$ cat src/rtl/aso_peak_detector.sv
// Adaptive-threshold QRS peak detector on the Q2.10 ASO slope stream.
// Optional SEARCH-state threshold decay: define ASO_PD_TIMEOUT_EN.
module aso_peak_detector #(
  parameter int INIT_PK   = 512,
  parameter int THR_MIN   = 64,
  parameter int ALPHA_SH  = 3,
  parameter int REFRACT   = 50,
  parameter int MAX_WIDTH = 40,
  parameter int RR_W      = 12,
  parameter int TIMEOUT   = 400
) (
  input  logic                    clk,
  input  logic                    rst_n,
  input  logic signed [11:0]      p,
  input  logic                    p_valid,
  output logic                    peak_valid,
  output logic signed [11:0]      peak_amp,
  output logic        [RR_W-1:0]  rr,
  output logic signed [11:0]      thr
);

  localparam int WW = $clog2(MAX_WIDTH + 1);
  localparam int RW = $clog2(REFRACT + 1);
  localparam logic signed [11:0] PK_INIT   = 12'(INIT_PK);
  localparam logic signed [11:0] THR_FLOOR = 12'(THR_MIN);
  localparam logic [WW-1:0]      WIDTH_LAST = WW'(MAX_WIDTH - 1);
  localparam logic [RW-1:0]      REF_LAST   = RW'(REFRACT - 1);

  typedef enum logic [1:0] {ST_SEARCH, ST_ABOVE, ST_REFRACT} state_t;

  function automatic logic signed [11:0] thr_of(input logic signed [11:0] pk);
    logic signed [11:0] half;
    half = pk >>> 1;
    return (half > THR_FLOOR) ? half : THR_FLOOR;
  endfunction

  state_t                 state_q, state_d;
  logic signed [11:0]     max_q, max_d;
  logic [WW-1:0]          width_q, width_d;
  logic [RW-1:0]          ref_q, ref_d;
  logic [RR_W-1:0]        cnt_q, cnt_d, cnt_inc;
  logic signed [11:0]     pk_q, pk_d;
  logic signed [11:0]     thr_q, thr_d;
  logic signed [11:0]     amp_q, amp_d;
  logic [RR_W-1:0]        rr_q, rr_d;
  logic                   pv_q, pv_d;
  logic signed [11:0]     pc, det_amp, pk_sh, amp_sh;
  logic signed [12:0]     pk_sum;
  logic                   det;
`ifdef ASO_PD_TIMEOUT_EN
  localparam int TW = $clog2(TIMEOUT + 1);
  localparam logic [TW-1:0] TO_LAST = TW'(TIMEOUT - 1);
  logic [TW-1:0]          to_q, to_d;
`endif

  assign pc = p[11] ? '0 : p;

  always_comb begin
    state_d = state_q;
    max_d   = max_q;
    width_d = width_q;
    ref_d   = ref_q;
    cnt_d   = cnt_q;
    pk_d    = pk_q;
    thr_d   = thr_q;
    amp_d   = amp_q;
    rr_d    = rr_q;
    pv_d    = 1'b0;
    det     = 1'b0;
    det_amp = max_q;
    pk_sh   = '0;
    amp_sh  = '0;
    pk_sum  = '0;
`ifdef ASO_PD_TIMEOUT_EN
    to_d    = to_q;
`endif
    cnt_inc = (cnt_q == '1) ? cnt_q : cnt_q + 1'b1;
    if (p_valid) begin
      cnt_d = cnt_inc;
      unique case (state_q)
        ST_SEARCH: begin
          if (pc > thr_q) begin
            state_d = ST_ABOVE;
            max_d   = pc;
            width_d = WW'(1);
          end
`ifdef ASO_PD_TIMEOUT_EN
          else if (to_q == TO_LAST) begin
            to_d  = '0;
            pk_d  = pk_q >>> 1;
            thr_d = thr_of(pk_d);
          end else begin
            to_d = to_q + 1'b1;
          end
`endif
        end
        ST_ABOVE: begin
          // width_q counts earlier ABOVE samples; force when this one is the MAX_WIDTH-th
          if (pc <= thr_q) begin
            det = 1'b1;
          end else if (width_q == WIDTH_LAST) begin
            det     = 1'b1;
            det_amp = (pc > max_q) ? pc : max_q;
          end else begin
            max_d   = (pc > max_q) ? pc : max_q;
            width_d = width_q + 1'b1;
          end
        end
        ST_REFRACT: begin
          if (ref_q == REF_LAST) begin
            state_d = ST_SEARCH;
            ref_d   = '0;
`ifdef ASO_PD_TIMEOUT_EN
            to_d    = '0;
`endif
          end else begin
            ref_d = ref_q + 1'b1;
          end
        end
        default: state_d = ST_SEARCH;
      endcase
      if (det) begin
        state_d = ST_REFRACT;
        ref_d   = '0;
        width_d = '0;
        pv_d    = 1'b1;
        amp_d   = det_amp;
        rr_d    = cnt_inc;
        cnt_d   = '0;
        pk_sh   = pk_q >>> ALPHA_SH;
        amp_sh  = det_amp >>> ALPHA_SH;
        pk_sum  = {pk_q[11], pk_q} - {pk_sh[11], pk_sh} + {amp_sh[11], amp_sh};
        if (pk_sum[12] != pk_sum[11]) pk_d = pk_sum[12] ? 12'sh800 : 12'sh7FF;
        else                          pk_d = pk_sum[11:0];
        thr_d = thr_of(pk_d);
      end
    end
  end

  always_ff @(posedge clk or negedge rst_n) begin
    if (!rst_n) begin
      state_q <= ST_SEARCH;
      max_q   <= '0;
      width_q <= '0;
      ref_q   <= '0;
      cnt_q   <= '0;
      pk_q    <= PK_INIT;
      thr_q   <= thr_of(PK_INIT);
      amp_q   <= '0;
      rr_q    <= '0;
      pv_q    <= 1'b0;
`ifdef ASO_PD_TIMEOUT_EN
      to_q    <= '0;
`endif
    end else begin
      state_q <= state_d;
      max_q   <= max_d;
      width_q <= width_d;
      ref_q   <= ref_d;
      cnt_q   <= cnt_d;
      pk_q    <= pk_d;
      thr_q   <= thr_d;
      amp_q   <= amp_d;
      rr_q    <= rr_d;
      pv_q    <= pv_d;
`ifdef ASO_PD_TIMEOUT_EN
      to_q    <= to_d;
`endif
    end
  end

  assign peak_valid = pv_q;
  assign peak_amp   = amp_q;
  assign rr         = rr_q;
  assign thr        = thr_q;

endmodule

$ cat config.mk
export PLATFORM = sky130hd
export DESIGN_NAME = aso_peak_detector
export DESIGN_NICKNAME = d
export VERILOG_FILES = /design/src/rtl/aso_peak_detector.sv
export SDC_FILE = /design/constraint.sdc
export NUM_CORES = 1
export LEC_CHECK = 0
export CORE_MARGIN = 8
export CORE_UTILIZATION = 58
export DETAILED_ROUTE_END_ITERATION = 8
export HOLD_SLACK_MARGIN = 0.12
export PLACE_DENSITY_LB_ADDON = 0.25
export SYNTH_ARGS = -nofsm -noshare
export SYNTH_HDL_FRONTEND = slang
export SYNTH_SLANG_ARGS = --single-unit
export TNS_END_PERCENT = 20
$ cat constraint.sdc
create_clock -name clk -period 6.9 [get_ports clk]
set_input_delay 2.07 -clock clk [delete_from_list [all_inputs] [get_ports clk]]
set_output_delay 2.07 -clock clk [all_outputs]
set_load 0.03 [all_outputs]
Yosys cells after proc, flatten, opt, wreduce, memory -nomap -nowiden --
Cells that the tools add are included.
Storage, ports and cells: output and inout port bits 37, flip-flop bits (word level) 87, word-level logic and storage cells 77, input bits 15
Cells by class: eq/ne operators 14, add/subtract/negate cells 5, reduce and logical (&&, ||, !) cells 9, magnitude comparators 4, multiplexer cells 35
Operators by type and width (number):
- $mux 12 | 15
- $mux 6 | 7
- $gt 12x12->1 | 2
- $pmux 12 s2 | 1
- $add 13x13->13 | 1
- $sub 12x9->13 | 1
- $add 12x1->12 const B | 1
- $add 6x1->6 const B | 2
- $eq 12x12->1 const B | 1
- $eq 6x6->1 const B | 2
- $le 12x12->1 | 1
- $ne 3x3->1 const B | 4
- $pmux 6 s2 | 1
- $gt 11x8->1 const B | 1
- $mux 11 | 1
- $reduce_and 5->1 | 2
- $ne 2x2->1 const B | 4
- $mux 1 | 6
- $mux 2 | 3
- $pmux 2 s3 | 1
- $reduce_and 2->1 | 2
- $reduce_and 4->1 | 1
- $reduce_bool 2->1 | 2
- $reduce_bool 3->1 | 1
- 4 further kinds | 4

Logic depth before layout (Yosys ltp) --
Gate-level depths: netlist of the first run.
depth in word-level cells 14, depth in mapped cells 26, depth with buffers taken out 23

Worst setup path after synthesis of the first run --
No wires, ideal clock.
path type input to register, from input p[11], to register thr_q[1] (netlist: thr[1]), slack -442 ps, library setup time 122 ps, cell stages on the path 21, arrival 7221 ps, buffers on the path 3, data required time 6778 ps, cells stage by stage clkbuf_1 and2b_1 ha_1 a2111o_1 or4_4 o211ai_2 or3_1 buf_6 buf_12 mux2i_1 fa_1 inv_1 ha_1 a21o_1 a21oi_2 a21oi_1 o311a_1 a2111oi_1 o2111ai_1 a21o_1 a32o_1
Between the ends: cells in the longest elaborated chain, start to end 14, elaborated cells between the ends (all ways) 20, classes of those cells 1 x add/sub; 3 x order compare; 1 x eq/ne; 14 x mux; 1 x reduce/logical
RTL lines:
- start, declared | line 14 | input logic signed [11:0] p,
- $mux 11 * | line 56 | assign pc = p[11] ? '0 : p;
- $gt 12x12->1 | line 103 | det_amp = (pc > max_q) ? pc : max_q;
- $mux 12
- $mux 12 | line 101 | end else if (width_q == WIDTH_LAST) begin
- $mux 12 | line 99 | if (pc <= thr_q) begin
- $mux 12 | line 80 | unique case (state_q)
- $mux 12 | line 78 | if (p_valid) begin
- $add 13x13->13 | line 132 | pk_sum = {pk_q[11], pk_q} - {pk_sh[11], pk_sh} + {amp_sh[11], amp_sh};
- $mux 12 or $ne 1x1->1 (tied branches) | line 133 | if (pk_sum[12] != pk_sum[11]) pk_d = pk_sum[12] ? 12'sh800 : 12'sh7FF;
- $mux 12 | line 133
- $mux 12 | line 122 | if (det) begin
- $mux 12 | line 78
- $gt 11x8->1 | line 34 | return (half > THR_FLOOR) ? half : THR_FLOOR;
- $mux 12 | line 34
- end signal, assigned | line 148 | thr_q <= thr_of(PK_INIT);
- end signal, assigned | line 162 | thr_q <= thr_d;
- end, declared | line 43 | logic signed [11:0] thr_q, thr_d;
Mark *: on every way between the ends. The rest lies on a longest branch, timed or not. The select of a mux whose other input is x is not followed. A chain may end at the register's enable or synchronous reset.

Final worst setup path of the first run --
Same ends and word-level chain as after synthesis.

==> flow_metrics.py, run 1 <==
metrics = {
    "sta": {
        "period_share_pct": 101,
        "worst_slack_ps": -43.0,
        "fin_skew_ps": 16.8,
        "final_hold_viol_count": 0,
        "tightest_slew_ps": 944,
        "layout_min_cycle_time_ps": 6940,
        "finalSetupViolCount": 5,
        "drv_slew": 0,
        "maxSlewHeadroom_pct": 37.0,
        "rsz0062_at_grt": "yes",
        "fmaxAchievable_mhz": 144,
        "finalSetupTns_ps": -142,
    },
    "placement": {
        "gp_congestion": 0.927,
        "detailed_place_hpwl_um": 10400,
        "numPortBuffers": 51,
    },
    "status": {
        "outcome": "finished, violations left",
        "violations": "negative setup slack",
    },
    "grt": {
        "grt_max_degree": 74,
        "grt_pass1_vias": 5103,
        "grt_antenna_before_repair": 0,
        "track_usage_pct": 24.0,
        "grt_overflow": 0,
        "grt_pass1_wl_um": 24900,
    },
    "routing": {
        "drc_errors": 0,
        "viasPerCell": 5.75,
        "dr.pass1.iters": 5,
        "wl_um": 15600,
        "wl_per_cell_um": 18.0,
        "drt_iter0_markers": 258,
        "vias": 4979,
        "detail-route-antenna-nets": 0,
    },
    "setup_path": {
        "cp_slowest_cell": "or4_4",
        "critPathMaxStageDelay_ps": 560,
        "cp_common_cell": "buf_4",
        "r2r_slack_ps": 1500,
        "cp-end-kind": "flip-flop",
        "setup.worst_path.start": "p[11]",
        "reg2reg_from": "thr[9]",
        "cp_cell_sequence": "buf_12, and2b_2, ha_4, a2111o_1, or4_4, o211ai_4, or3_4, buf_4, mux2i_1, buf_4, ha_1, inv_1, ha_1, inv_1, fa_1, nand2b_1, a21oi_2, nor2b_1, buf_4, xor2_1, and4_1, nand4_1, a21o_1, a32o_2",
        "arrival_ps": 7190,
        "critical_path_peak_fanout": 7,
        "cp-start-kind": "primary input",
        "critPathKind": "in2reg",
        "required_ps": 7150,
    },
    "floorplanning": {
        "fp.dieH_um": 114,
        "initial_core_util_pct": 58.4,
        "die_area_um2": 13100,
        "core_um2": 9590,
        "die_x_um": 114,
        "fp-row-count": 36,
        "ios": 52,
    },
    "finish": {
        "nets": 788,
        "n_antenna_cell": 0,
        "drive_gt1_share_pct": 26.5,
        "synthToLayoutAreaGrowth_pct": 33.6,
    },
    "synthesis": {
        "async_flop_share_pct": 100,
        "ys_seq_elements": 86,
        "synth_edf_count": 0,
        "yosysWarnings": 0,
        "netlist_area_um2": 5610,
        "syn_avg_cell_area_um2": 9.34,
        "synth_cells": 600,
        "ys_seq_area_share_pct": 38.4,
        "synth_nets": 659,
        "ys_types": 65,
        "synth-main-ff-cell": "dfrtp_1",
    },
    "clock_network": {
        "insertion_delay_ps": 360,
        "cts-root-buf": "clkbuf_8",
        "htree_num_levels": 3,
        "cts-buffers-inserted": 9,
        "cts_tree": "done",
        "cts.sinks": 86,
        "clk_pin_slew_ps": 90,
        "cts_max_path_buffers": 2,
    },
    "worst_hold_path": {
        "hold_class": "reg2reg",
        "hold_start": "rr[6]",
    },
    "run": {
        "maxCapViolCount": 0,
    },
}
-- worst max-delay path: cells and delay by family --
| family | cells | cell delay, ps |
|---|---|---|
| and+or+nand+nor | 7 | 1600 |
| AOI/OAI and AO/OA | 5 | 1370 |
| adders and majority gates | 4 | 1000 |
| buffers and inverters | 6 | 710 |
| muxes | 1 | 260 |
| xor gates and xnor gates | 1 | 170 |
-- layout make-up --
cell class | count | area [um2]
Timing Repair Buffer | 141 | 1210
Clock inverter | 4 | 55.1
Sequential cell | 86 | 2150
Multi-Input combinational cell | 426 | 3510
Fill cell | 632 | 2100
Inverter | 65 | 244
Clock buffer | 11 | 141
Tap cell | 133 | 166
-- cells in the mapped netlist, drive strengths merged, types with 4 or more instances --
master	number	share of area (%)
dfrtp	84	37
o21ai	68	6.1
inv	65	4.4
nand2	57	3.8
ha	33	7.4
nor2	26	1.7
a21oi	19	2.0
nor2b	17	1.9
mux2	16	3.2
mux2i	16	2.9
nand3	16	1.4
buf	13	1.9
a21o	12	1.7
nand4	12	1.3
fa	11	3.9
nand2b	11	1.2
clkbuf	10	0.67
xnor2	10	1.6
xor2	9	1.4
a32o	7	1.2
and3	7	0.78
and2b	6	0.80
nor3	6	0.54
o211ai	6	0.89
a22o	5	0.78
a31oi	5	0.56
o21a	5	0.80
o22ai	5	0.56
nor3b	4	0.62
-- path summary, 6_finish.rpt --
path / depth (start not counted) / end
setup / recovery: 24 / thr[1]
hold / removal: 2 / rr[6]
setup reg to reg: 23 / thr[1]
hold reg to reg: 2 / rr[6]
max in group asynchronous: 2 / peak_amp[11]
min in group asynchronous: 1 / peak_amp[9]
-- cell usage in the layout, fill, tap and decap left out, drive strengths merged, types with 6 or more instances in the layout --
| cell | Yosys | layout |
|---|---|---|
| buf | 13 | 92 |
| a21oi | 19 | 19 |
| mux2 | 16 | 16 |
| dfrtp | 84 | 84 |
| nand2 | 57 | 57 |
| ha | 33 | 33 |
| fa | 11 | 11 |
| inv | 65 | 66 |
| nand3 | 16 | 16 |
| xnor2 | 10 | 10 |
| o211ai | 6 | 6 |
| nor3 | 6 | 6 |
| clkbuf | 10 | 12 |
| and3 | 7 | 7 |
| a21o | 12 | 12 |
| a32o | 7 | 7 |
| o21ai | 68 | 68 |
| nor2 | 26 | 26 |
| nand2b | 11 | 11 |
| xor2 | 9 | 9 |
| mux2i | 16 | 16 |
| nand4 | 12 | 12 |
| clkdlybuf4s50 | 0 | 41 |
| nor2b | 17 | 17 |
| and2b | 6 | 6 |
-- through the flow --
step                cells  util (%)  setup slack (ps)  cell area, um2  hold WS, ps
floorplan             600         -             -13.3            5760          455
global placement      835      71.2              -793            6830          466
detailed placement    835      71.2              -913            6830          469
CTS                   860      75.9              12.2            7280          489
global route          866      78.1              -166            7490          517
finish                866      78.1             -43.0            7490          484
-- repair_timing --
action                                  in CTS  in global routing
endpoints found under the hold margin        0                  0
hold buffers                                 0                  0
pin swaps                                   27                 27
endpoints found under the setup margin      21                 21
setup buffers                               10                  6
gates cloned                                 1                  0
gates resized for setup                     46                 43
-- state kept, by name, summed over array words and instances, names as in the netlist --
name / cells
cnt_q: 12
max_q: 12
peak_amp: 12
peak_valid: 1
pk_q: 12
ref_q: 6
rr: 12
state_q: 2
thr: 11
width_q: 6
-- layer usage --
metal,vias up,share of wire [%],track usage (%)
met5,-,0,0
met4,0,2.4,9.23
met3,34,5.9,5.17
met2,171,50,41.0
met1,2416,42,28.9
li1,2358,-,-
-- cell families (layout without fill, tap and decap cells) --
| kind of cell | after synthesis | in the layout | synth area share, % |
|---|---|---|---|
| compound gates | 150 | 150 | 17.6 |
| xor+xnor | 19 | 19 | 2.97 |
| fa+ha+maj | 44 | 44 | 11.3 |
| buf+inv | 88 | 221 | 6.90 |
| flops | 86 | 86 | 38.4 |
| mux | 32 | 32 | 6.07 |
| simple gates | 181 | 181 | 16.8 |
Power of run 1 is not shown: default switching activity piles up to over one toggle a cycle in this logic, so the estimate is an artifact.
==> inputs of run 2 (changes only) <==
--- a/config.mk
+++ b/config.mk
@@ -6,7 +6,7 @@
 export NUM_CORES = 1
 export LEC_CHECK = 0
 export CORE_MARGIN = 8
-export CORE_UTILIZATION = 58
+export CORE_UTILIZATION = 35
 export DETAILED_ROUTE_END_ITERATION = 8
 export HOLD_SLACK_MARGIN = 0.12
 export PLACE_DENSITY_LB_ADDON = 0.25
==> constraint.sdc (replaced) <==
create_clock -name clk -period 7.7 [get_ports clk]
set_input_delay 2.31 -clock clk [delete_from_list [all_inputs] [get_ports clk]]
set_output_delay 2.31 -clock clk [all_outputs]
set_load 0.03 [all_outputs]
==> flow_metrics.py, run 2 (synthesis results as in run 1) <==
metrics = {
    "clock_network": {
        "cts_max_path_buffers": 2,
        "cts.sinks": 86,
        "cts-buffers-inserted": 9,
        "clk_pin_slew_ps": 70,
        "insertion_delay_ps": 350,
        "hold_buffers": 0,
        "cts-root-buf": "clkbuf_16",
        "htree_num_levels": 3,
        "cts_tree": "done",
    },
    "placement": {
        "gp_congestion": 0.881,
        "detailed_place_hpwl_um": 11300,
        "place_inst": 924,
        "numPortBuffers": 51,
        "placed_cell_area_um2": 6840,
    },
    "setup_path": {
        "cp_common_cell": "buf_4",
        "cp_slowest_cell": "or4_4",
        "rr_endpoint": "thr[5]",
        "critPathKind": "in2reg",
        "r2r_slack_ps": 2260,
        "cp_cell_sequence": "clkdlybuf4s50_1, and2b_1, ha_1, nand2b_1, a31oi_1, a2111oi_2, buf_4, or4_4, o211ai_2, or3_4, buf_8, mux2i_4, fa_1, buf_4, fa_1, nand2b_1, a21oi_2, o211ai_1, nor4_2, a31oi_4, buf_4, buf_4, o21ai_0, a32o_1",
        "required_ps": 7980,
        "cp-end-kind": "flip-flop",
        "cp-start-kind": "primary input",
        "critical_path_peak_fanout": 8,
        "worst-path-buf-inv": 6,
        "reg2reg_from": "thr[9]",
        "cpLargestDelayFamily": "simple AND/OR/NAND/NOR gates",
        "arrival_ps": 7770,
        "critPathMaxStageDelay_ps": 520,
        "rr_worst_depth": 20,
    },
    "grt": {
        "grt_antenna_before_repair": 0,
        "grt_max_degree": 69,
        "grt_pass1_wl_um": 24900,
        "track_usage_pct": 15.3,
        "grt_overflow": 0,
        "grt_pass1_vias": 5024,
    },
    "sta": {
        "rsz0062_at_grt": "yes",
        "finalSetupViolCount": 0,
        "maxSlewHeadroom_pct": 50.7,
        "tightest_slew_ps": 737,
        "layout_min_cycle_time_ps": 7490,
        "fmaxAchievable_mhz": 133,
        "final_hold_viol_count": 0,
        "drv_slew": 0,
        "fin_skew_ps": 10.0,
        "finalSetupTns_ps": 0,
        "hold_ws_ps": 482,
        "period_share_pct": 97.3,
    },
    "finish": {
        "final_cell_mix": "dfrtp_1 (84), buf_4 (81), inv_1 (64), nand2_1 (56), o21ai_0 (54)",
        "finalInstanceArea_um2": 7290,
        "fin_cells": 941,
        "n_antenna_cell": 0,
        "drive_gt1_share_pct": 20.0,
        "nets": 779,
        "mostFrequentLayoutCell": "dfrtp_1",
        "synthToLayoutAreaGrowth_pct": 30.0,
    },
    "routing": {
        "drc_errors": 0,
        "wl_um": 14900,
        "wl_per_cell_um": 15.8,
        "viasPerCell": 5.11,
        "vias": 4812,
        "detail-route-antenna-nets": 0,
        "drt_iter0_markers": 262,
        "dr.pass1.iters": 4,
    },
    "worst_hold_path": {
        "hold_start": "peak_amp[0]",
        "hold_class": "reg2reg",
        "hold_depth": 2,
        "hold_end": "peak_amp[0]",
    },
    "floorplanning": {
        "ios": 52,
        "fp.dieH_um": 143,
        "core_um2": 15800,
        "fp-row-count": 46,
        "die_x_um": 143,
        "initial_core_util_pct": 35.6,
        "die_area_um2": 20300,
    },
    "run": {
        "maxCapViolCount": 0,
    },
    "status": {
        "outcome": "completed",
    },
}
==> run 2: cell count changes in the layout (fill, tap and decap cells not counted), moves of 7 or more <==
cell / delta
ha_1: +13
ha_4: -12
clkbuf_8: -10
clkbuf_16: +9
clkdlybuf4s50_1: +8
nor2b_4: -8
nor2b_1: +7
o21ai_0: +7
==> run 2: per-stage QoR <==
stage	setup slack, ps	utilization, %
global placement	-440	43.4
finish	207	46.2
detailed placement	-588	43.4
CTS	183	45.7
global route	-66.2	46.2
floorplan	118	-
==> run 2: area by class of cell <==
| type | count | area, um2 |
|---|---|---|
| fillers | 1528 | 8480 |
| inverters | 65 | 244 |
| repair buffers | 132 | 1120 |
| flip-flops and latches | 86 | 2150 |
| clock buffers | 9 | 225 |
| clock inverters | 7 | 68.8 |
| well taps | 216 | 270 |
| multi-input cells | 426 | 3200 |
==> run 2: metal layers <==
metal | GRT usage [%] | share of wire (%)
met5 | 0 | 0
met4 | 3.69 | 0.50
met3 | 2.92 | 4.6
met2 | 26.1 | 49
met1 | 19.5 | 46
==> run 2: worst max-delay path by stage <==
stage          startpoint  endpoint  slack (ps)  cells after the start
5_1_grt              p[4]    thr[2]         -70                     24
6_report             p[4]    thr[5]         210                     24
3_3_place_gp        p[11]  pk_q[10]        -440                     28
3_5_place_dp        p[11]    thr[4]        -590                     23
2_1_floorplan       p[11]    thr[1]         120                     21
4_1_cts              p[4]    thr[4]         180                     23
==> run 2: repair_timing <==
| item | CTS | global route |
|---|---|---|
| gates resized for setup | 14 | 16 |
| gates cloned | 0 | 0 |
| setup endpoints to repair | 17 | 19 |
| setup buffers | 0 | 1 |
| pin swaps | 0 | 2 |
==> run 2: worst reg2reg max path, stage by stage (launching register included) <==
cell and delay (ps):
dfrtp_1 440, inv_1 100, ha_1 310, a2111o_1 430
or4_4 510, o211ai_2 180, or3_4 160, buf_8 160
mux2i_4 270, fa_1 450, buf_4 160, fa_1 430
nand2b_1 200, a21oi_2 200, o211ai_1 160, nor4_2 400
a31oi_4 80, buf_4 170, buf_4 130, o21ai_0 200
a32o_1 240
Power of run 2 is left out for the same reason.
==> RTL edit 1 (flow settings as in run 2) <==
Encoding of `state_t`: now one-hot (3 bits for 3 states).
--- a/src/rtl/aso_peak_detector.sv
+++ b/src/rtl/aso_peak_detector.sv
@@ -26,7 +26,7 @@
   localparam logic [WW-1:0]      WIDTH_LAST = WW'(MAX_WIDTH - 1);
   localparam logic [RW-1:0]      REF_LAST   = RW'(REFRACT - 1);
 
-  typedef enum logic [1:0] {ST_SEARCH, ST_ABOVE, ST_REFRACT} state_t;
+  typedef enum logic [2:0] {ST_SEARCH = 3'b001, ST_ABOVE = 3'b010, ST_REFRACT = 3'b100} state_t;
 
   function automatic logic signed [11:0] thr_of(input logic signed [11:0] pk);
     logic signed [11:0] half;
Formal check against the unedited RTL: no difference found for any inputs over 4 cycles, from zero or initial values and one cycle with rst_n low; so few cycles prove little.
==> RTL edit 1 against run 2 <==
  * Wire length increased by 17%
  * First-iteration DRC count increased by 1.5%
  * Setup slack got worse by 0.11 ns
  * Sequential cell count increased by 1
  * Design area increased by 12%
  * Area after synthesis increased by 7.1%
Power is left out: the tool's default activity adds up to more than one toggle a clock period on the data nets, which glitch-free logic cannot reach.
==> RTL edit 1: results <==
{
  "crit_fanout": 7,
  "critical-path-top-delay-family": "compound AO/OA/AOI/OAI gates",
  "grt_use_met1_pct": 20.1,
  "drtIter0Drc": 266,
  "wire_per_inst_um": 16.7,
  "worst_pin_slew_ns": 1.05,
  "synth_compound_gate_area_share_pct": 20.8,
  "multi_input_area_sq_um": 3820,
  "crit_slowest_cell": "clkdlybuf4s50_1",
  "place_area_sq_um": 7370,
  "ys_seq_area_share_pct": 36.3,
  "clk_share_pct": 3.79,
  "synth_cell_type_count": 73,
  "first_global_vias": 5604,
  "clkbuf_count": 13,
  "synthAdderAreaFrac_pct": 11.0,
  "layout.cells.non_filler": 1046,
  "drt-met1-wl_mm": 7.79,
  "slowest_delay_ns": 0.46,
  "synthMuxAreaShare_pct": 5.35,
  "via_per_inst": 5.21,
  "hpwl_mm": 13.0,
  "crit_arrival_ns": 7.81,
  "synth.net_count": 738,
  "synth_area_leaders": "dfrtp_1 35%, ha_1 6.9%, o21ai_0 5.8%",
  "gp_congestion": 0.909,
  "dp_slack_ns": -0.746,
  "status": "finished clean",
  "fin_nets": 875,
  "synth_commonest_cells": "84 x dfrtp_1, 77 x nand2_1, 70 x o21ai_0",
  "grt_pass1_wl_mm": 28.3,
  "synth_xor_area_share_pct": 2.62,
  "seq_cells": 87
}
## RTL edit 1: final timing paths
kind / startpoint / end / slack, ns / cells past startpoint
max: p[4] / thr[2]$_DFFE_PN0P_ / 0.10 / 27
min: rr[4]$_DFFE_PN0P_ / rr[4]$_DFFE_PN0P_ / 0.48 / 2
max reg2reg: thr[8]$_DFFE_PN1P_ / thr[2]$_DFFE_PN0P_ / 2.01 / 24
min reg2reg: rr[4]$_DFFE_PN0P_ / rr[4]$_DFFE_PN0P_ / 0.48 / 2
max in group asynchronous: rst_n / thr[7]$_DFFE_PN0P_ / 4.71 / 2
min in group asynchronous: rst_n / peak_amp[1]$_DFFE_PN0P_ / 1.77 / 1
## RTL edit 1: timing repair
item,4_1_cts,5_1_grt
pin swaps,1,29
buffers inserted,1,10
endpoints found under the setup margin,21,21
gates resized for setup,13,68
==> RTL edit 2 (config.mk and constraints of run 2) <==
Without the edit above. The parameter `REFRACT` goes from 50 to 100.
--- a/src/rtl/aso_peak_detector.sv
+++ b/src/rtl/aso_peak_detector.sv
@@ -4,7 +4,7 @@
   parameter int INIT_PK   = 512,
   parameter int THR_MIN   = 64,
   parameter int ALPHA_SH  = 3,
-  parameter int REFRACT   = 50,
+  parameter int REFRACT   = 100,
   parameter int MAX_WIDTH = 40,
   parameter int RR_W      = 12,
   parameter int TIMEOUT   = 400
Function: same outputs for any inputs over 4 cycles, from zero or initial values and one cycle with rst_n low; that may be too few to reach the edited logic, so the function may still have changed.
==> RTL edit 2 against run 2 <==
  * Non-clock buffer count shrank 45
  * Via count fell by 4.1%
  * Wire length shrank 2.2%
  * Area after synthesis rose by 4.2%
  * Sequential cell count grew 1
  * Setup slack better by 0.19 ns
  * Count of clock-buffer cells in the layout increased by 1
  * Core utilization decreased by 3.5 points
  * Design area down 3.6%
  * Synthesized cell count increased by 4.2%
  * Final cell count decreased by 1.9%
  * Largest cell class unchanged
Power is not shown: default switching activity piles up to over one toggle a cycle in this logic, so the estimate is an artifact.
==> RTL edit 2: results <==
{
  "via_per_inst": 5.00,
  "synth_commonest_cells": "85 x dfrtp_1, 64 x inv_1, 56 x nand2_1",
  "gp_congestion": 0.849,
  "grt_use_met1_pct": 18.9,
  "synth_xor_area_share_pct": 3.30,
  "ys_seq_area_share_pct": 37.3,
  "use_met2_pct": 23.0,
  "status": "finished clean",
  "nFillCells": 1611,
  "grtUsageMet3_pct": 2.33,
  "hpwl_mm": 11.4,
  "synthAdderAreaFrac_pct": 11.8,
  "r2r_setup_slack_ns": 2.67,
  "first_global_vias": 4747,
  "rr_startpoint": "max_q[9]$_DFFE_PN0P_",
  "track_usage_pct": 14.2,
  "critical-path-top-delay-family": "compound AO/OA/AOI/OAI gates",
  "synthMuxAreaShare_pct": 7.80,
  "drt-met1-wl_mm": 7.05,
  "worst_pin_slew_ns": 0.783,
  "grt_start_max_net_pins": 62,
  "startpoint": "p[11]",
  "fin_skew_ns": 0.00693,
  "reg2regPathDepth": 22,
  "crit_slowest_cell": "clkdlybuf4s50_1",
  "dr_wl_met3_um": 409
}
[RTL edit 2: through the flow]
| step | utilization [%] | cell area, sq um | setup TNS [ns] | setup WS (ns) | std cells |
|---|---|---|---|---|---|
| floorplan | - | 5840 | 0 | 0.852 | 625 |
| finish | 42.7 | 7030 | 0 | 0.400 | 923 |
| detailed placement | 41.0 | 6760 | -0.0154 | -0.0115 | 907 |
| global placement | 41.0 | 6760 | -0.00948 | -0.00948 | 907 |
| global route | 42.7 | 7030 | 0 | 0.0575 | 923 |
| CTS | 42.7 | 7020 | 0 | 0.328 | 923 |
[RTL edit 2: what timing repair did]
action / CTS / global route
setup endpoints to repair: 0 / 5
setup buffers: 0 / 0
gates resized for setup: 0 / 2
[RTL edit 2: cell type report]
cell class | count | share of cell area [%]
tap | 220 | 3.92
clock buffer | 10 | 3.26
timing repair buffer | 87 | 11.2
sequential | 87 | 31.0
inverter | 66 | 3.52
multi-input combinational | 447 | 46.5
clock inverter | 6 | 0.534
